### src/rtl/tricklock_pkg.sv
// Shared types and constants for the TrickLock password-entry stage.
package tricklock_pkg;

    typedef enum logic [1:0] {
        ENTRY = 2'd0,
        OPEN  = 2'd1,
        ALARM = 2'd2
    } state_t;

    localparam int unsigned NUM_DIGITS = 4;
    localparam int unsigned DIGIT_W    = 4;

endpackage

### src/rtl/pw_entry_ctrl_lockout_timer.sv
// Loadable down-counter that holds at zero; times the alarm lockout.
module lockout_timer #(
    parameter int unsigned WIDTH = 26
) (
    input  logic             clk,
    input  logic             reset,
    input  logic             load,
    input  logic [WIDTH-1:0] load_val,
    output logic [WIDTH-1:0] count,
    output logic             expired
);

    always_ff @(posedge clk) begin
        if (reset)
            count <= '0;
        else if (load)
            count <= load_val;
        else if (count != '0)
            count <= count - 1'b1;
    end

    assign expired = (count == '0);

endmodule

### src/rtl/pw_entry_ctrl.sv
// Password-entry FSM: 4-digit shift buffer, code compare, wrong-attempt
// counter and timed alarm lockout. All outputs are registered.
module pw_entry_ctrl
    import tricklock_pkg::*;
#(
    parameter logic [15:0]  DEFAULT_CODE = 16'h1234,
    parameter int unsigned  MAX_ERR      = 3,
    parameter int unsigned  LOCK_CYCLES  = 50_000_000
) (
    input  logic       clk,
    input  logic       reset,
    input  logic       key_valid,
    input  logic [3:0] key_val,
    input  logic       enter,
    input  logic       clr_in,
    input  logic       lock,
    output logic [3:0] pw0,
    output logic [3:0] pw1,
    output logic [3:0] pw2,
    output logic [3:0] pw3,
    output logic       clear,
    output logic       unlock,
    output logic       alarm,
    output logic [3:0] err_cnt,
    output logic [2:0] digit_cnt
);

    localparam int unsigned TW = $clog2(LOCK_CYCLES);

    state_t      state, state_n;
    logic [15:0] code, code_n;
    logic [3:0]  pw0_n, pw1_n, pw2_n, pw3_n;
    logic [3:0]  err_cnt_n;
    logic [2:0]  digit_cnt_n;
    logic        clear_n, unlock_n, alarm_n;
    logic        tmr_load;
    logic [TW-1:0] tmr_count;
    logic        tmr_expired;
    logic        buf_full;
    logic        code_match;

    lockout_timer #(.WIDTH(TW)) u_timer (
        .clk      (clk),
        .reset    (reset),
        .load     (tmr_load),
        .load_val (TW'(LOCK_CYCLES - 1)),
        .count    (tmr_count),
        .expired  (tmr_expired)
    );

    assign buf_full   = (digit_cnt == 3'(NUM_DIGITS));
    assign code_match = ({pw3, pw2, pw1, pw0} == code);

    // State register plus the datapath registers that move with it
    always_ff @(posedge clk) begin
        if (reset) begin
            state     <= ENTRY;
            code      <= DEFAULT_CODE;
            pw0       <= '0;
            pw1       <= '0;
            pw2       <= '0;
            pw3       <= '0;
            err_cnt   <= '0;
            digit_cnt <= '0;
            clear     <= 1'b1;
            unlock    <= 1'b0;
            alarm     <= 1'b0;
        end else begin
            state     <= state_n;
            code      <= code_n;
            pw0       <= pw0_n;
            pw1       <= pw1_n;
            pw2       <= pw2_n;
            pw3       <= pw3_n;
            err_cnt   <= err_cnt_n;
            digit_cnt <= digit_cnt_n;
            clear     <= clear_n;
            unlock    <= unlock_n;
            alarm     <= alarm_n;
        end
    end

    // Strobes form a priority chain: a taken branch drops every lower strobe,
    // even when the taken branch itself has no effect in the current state.
    always_comb begin
        state_n     = state;
        code_n      = code;
        pw0_n       = pw0;
        pw1_n       = pw1;
        pw2_n       = pw2;
        pw3_n       = pw3;
        err_cnt_n   = err_cnt;
        digit_cnt_n = digit_cnt;
        tmr_load    = 1'b0;

        if (state == ALARM) begin
            if (tmr_expired && tmr_count == '0) begin
                state_n   = ENTRY;
                err_cnt_n = '0;
            end
        end else if (clr_in) begin
            {pw3_n, pw2_n, pw1_n, pw0_n} = '0;
            digit_cnt_n = '0;
        end else if (enter) begin
            if (buf_full) begin
                {pw3_n, pw2_n, pw1_n, pw0_n} = '0;
                digit_cnt_n = '0;
                if (state == OPEN) begin
                    code_n  = {pw3, pw2, pw1, pw0};
                    state_n = ENTRY;
                end else if (code_match) begin
                    state_n   = OPEN;
                    err_cnt_n = '0;
                end else if (err_cnt + 4'd1 >= 4'(MAX_ERR)) begin
                    state_n   = ALARM;
                    err_cnt_n = 4'(MAX_ERR);
                    tmr_load  = 1'b1;
                end else begin
                    err_cnt_n = err_cnt + 4'd1;
                end
            end
        end else if (lock) begin
            if (state == OPEN) begin
                {pw3_n, pw2_n, pw1_n, pw0_n} = '0;
                digit_cnt_n = '0;
                state_n     = ENTRY;
            end
        end else if (key_valid && !buf_full) begin
            pw3_n       = pw2;
            pw2_n       = pw1;
            pw1_n       = pw0;
            pw0_n       = key_val;
            digit_cnt_n = digit_cnt + 3'd1;
        end
    end

    always_comb begin
        clear_n  = (digit_cnt_n == '0) || (state_n == ALARM);
        unlock_n = (state_n == OPEN);
        alarm_n  = (state_n == ALARM);
    end

endmodule

### config.mk
export PLATFORM = sky130hd
export DESIGN_NAME = pw_entry_ctrl
export DESIGN_NICKNAME = d
export VERILOG_FILES = /design/src/rtl/tricklock_pkg.sv /design/src/rtl/pw_entry_ctrl_lockout_timer.sv /design/src/rtl/pw_entry_ctrl.sv
export SDC_FILE = /design/constraint.sdc
export NUM_CORES = 1
export LEC_CHECK = 0
export BUFFER_PORTS_ARGS = -buffer_cell sky130_fd_sc_hd__buf_4
export CELL_PAD_IN_SITES_DETAIL_PLACEMENT = 1
export CELL_PAD_IN_SITES_GLOBAL_PLACEMENT = 1
export CORE_ASPECT_RATIO = 2
export CORE_MARGIN = 1.5
export CORE_UTILIZATION = 40
export CTS_BUF_LIST = sky130_fd_sc_hd__clkbuf_8 sky130_fd_sc_hd__clkbuf_16
export DETAILED_ROUTE_END_ITERATION = 10
export PLACE_DENSITY = 0.76
export SKIP_CTS_REPAIR_TIMING = 1
export SLEW_MARGIN = 20
export SYNTH_ARGS = -nofsm -noshare
export SYNTH_HDL_FRONTEND = slang
export SYNTH_SLANG_ARGS = --single-unit
### constraint.sdc
create_clock -name clk -period 2.7 [get_ports clk]
set_input_delay 0.135 -clock clk [delete_from_list [all_inputs] [get_ports clk]]
set_output_delay 0.135 -clock clk [all_outputs]
set_load 0.02 [all_outputs]
==> run summary <==
most used flip-flop cell after synthesis -> dfxtp_1
Worst Tran Pin Value -> 727 ps
Clock transition at path regs -> 50 ps
Die Span Y -> 133 um
share of layout cells above drive strength 1 -> 0.183
routability cong. -> 0.822
r2r setup slk -> 170 ps
CORE AREA -> 8230 sq um
worst vdd ir -> 0.00101 V
wl on met1 -> 3580 um
Ys Warns -> 0
first-pass GRT wire length -> 16,300 um
initial antenna violation count -> 0
drt pass-1 iters -> 4
Worst Setup SP -> u_timer.count[0]
GRT Resource Usage Total -> 0.238
Post-synth EDFFs -> 0
P_leak -> 1.61 nW
fraction of registers with async set or reset after synthesis -> 0
area of the multi-input gates -> 1890 sq um
fin cells -> 541
vias in the first global route -> 3,394
Die Area -> 9080 sq um
fill cell count -> 990
syn avg cell area -> 8.51 sq um
# diodes -> 0
startpoint of the worst register-to-register path -> u_timer.count[0]
# setup viols final -> 0
power per cell area -> 972 nW/um^2
TritonCTS clock tree -> built
Pwr Total -> 0.00401 W
Startpoint Class -> flop
Initial Util -> 0.412
routed wl met2 -> 5670 um
DRC Markers -> 0
Nets -> 454
routed len/inst -> 18.3 um
crit path capture -> u_timer.count[19]
worst min path class -> input port to flop
Area Overhead vs Synth -> 21.5%
status -> finished, final reports clean
DR vias -> 3,185
worst-skew pair later-pin latency -> 340 ps
skew final -> 5.44 ps
post-synth top area share -> 0.413
post-synthesis cell type count -> 57
PortBufs -> 35
worst path required time -> 2900 ps
remaining global-route overflow -> 0
DP Wirelength -> 7180 um
DR iter-0 viols -> 125
f_max -> 395 MHz
Synth Register Bits -> 70
FF-to-FF path depth -> 7
max_cap viols -> 0
Synth area leaders -> dfxtp_1, nand2_1, a21oi_1, xor2_1, nand3_1
Mapped Area -> 3400 sq um
Final Critical Period -> 2530 ps
Routed WL -> 9890 um
Sum Neg Setup Slack -> 0 ps
CP max FO -> 9
Clock Sinks -> 70
Setup Crit Path Kind -> flop to flop
Rows -> 47
fin. max-slew vios -> 0
CP Capture Type -> flop
final hold viol count -> 0
crit share post-route -> 0.937
worst relative slew slack -> 0.514
most common cell after layout, fill and taps aside -> dfxtp_1
clk buf depth -> 2
reg2reg end -> u_timer.count[19]
clock root cell -> clkbuf_16
RSZ-0062 raised after global routing -> false
syn_nets -> 414
routed vias/inst -> 5.89
CTS H-tree depth -> 3
largest net degree at the start of global routing -> 33
most frequent cells in the layout -> dfxtp_1, nand2_1, buf_4
chip width -> 68.2 um
Inst Count DP -> 526
synthesized instance count -> 399
Yosys top cell by area -> dfxtp_1
met3 wire len -> 258 um
num ports -> 36
register area -> 1400 sq um
TritonCTS Buffers -> 9
DR top layer -> met4
Final Core Density -> 0.501
crit path DAT -> 2730 ps
antenna-violating nets left -> 0
register area share after synthesis -> 0.413
-- state kept, by name (all words and copies together), names as in the netlist --
register,cells
unlock,1
state,2
code,16
digit_cnt,3
pw2,4
pw3,4
clear,1
pw0,4
pw1,4
err_cnt,4
alarm,1
u_timer.count,26
-- cells in the mapped netlist, types with 9 or more instances --
| library cell | count |
|---|---|
| a21oi_1 | 41 |
| nor3_1 | 14 |
| nand2_1 | 57 |
| clkbuf_1 | 19 |
| xor2_1 | 22 |
| a31oi_1 | 10 |
| dfxtp_1 | 70 |
| nor2_1 | 9 |
| nand3_1 | 28 |
-- layer usage --
layer / global-route usage / vias up
met1: 0.226 / 1560
met3: 0.0481 / 27
li1: - / 1535
met4: 0.120 / 0
met2: 0.450 / 63
met5: 0 / -
-- critical path: stages, from the launching register on --
cell	delay (ps)
dfxtp_1	320
inv_1	90
ha_1	190
or3b_1	440
or4_1	650
nor3_4	440
a2bb2oi_1	180
a21oi_1	80
-- power breakdown --
group          leakage (nW)  switching (W)  internal, W  total, W
Combinational         0.899       0.000929     0.000626   0.00155
Sequential            0.567       0.000141      0.00116   0.00130
Clock                 0.146       0.000428     0.000727   0.00116
-- cell type report --
| cell class | count | area share |
|---|---|---|
| well taps | 98 | 0.0297 |
| clock buffers | 10 | 0.0579 |
| repair buffers | 51 | 0.0928 |
| inverters | 9 | 0.00819 |
| flip-flops and latches | 70 | 0.340 |
| multi-input cells | 298 | 0.459 |
| clock inverters | 5 | 0.0124 |
-- cells by family after synthesis --
group | Yosys count | share of synthesized area
AOI/OAI and AO/OA | 96 | 0.185
DFF | 70 | 0.413
and+or+nand+nor | 169 | 0.275
buffers and inverters | 31 | 0.0361
muxes | 2 | 0.00590
adders and majority gates | 5 | 0.0184
xor gates and xnor gates | 26 | 0.0671
-- worst min path at each step --
stage	startpoint	to	slack [ps]	depth (start not counted)
3_3_place_gp	key_val[0]	pw0[0]	400	3
5_1_grt	key_val[3]	pw0[3]	70	3
3_5_place_dp	key_val[3]	pw0[3]	410	3
4_1_cts	key_val[0]	pw0[0]	60	3
6_report	key_val[3]	pw0[3]	60	3
2_1_floorplan	key_val[0]	pw0[0]	290	2
-- per-stage QoR --
stage | hold slack [ps] | worst slack (ps) | instance area, sq um
floorplan | 287 | 415 | 3400
CTS | 55.0 | 169 | 4110
global route | 68.3 | 8.94 | 4130
finish | 64.1 | 171 | 4130
global placement | 404 | 250 | 3820
detailed placement | 413 | 180 | 3820
No activity file was read; power rests on OpenSTA's default activity.
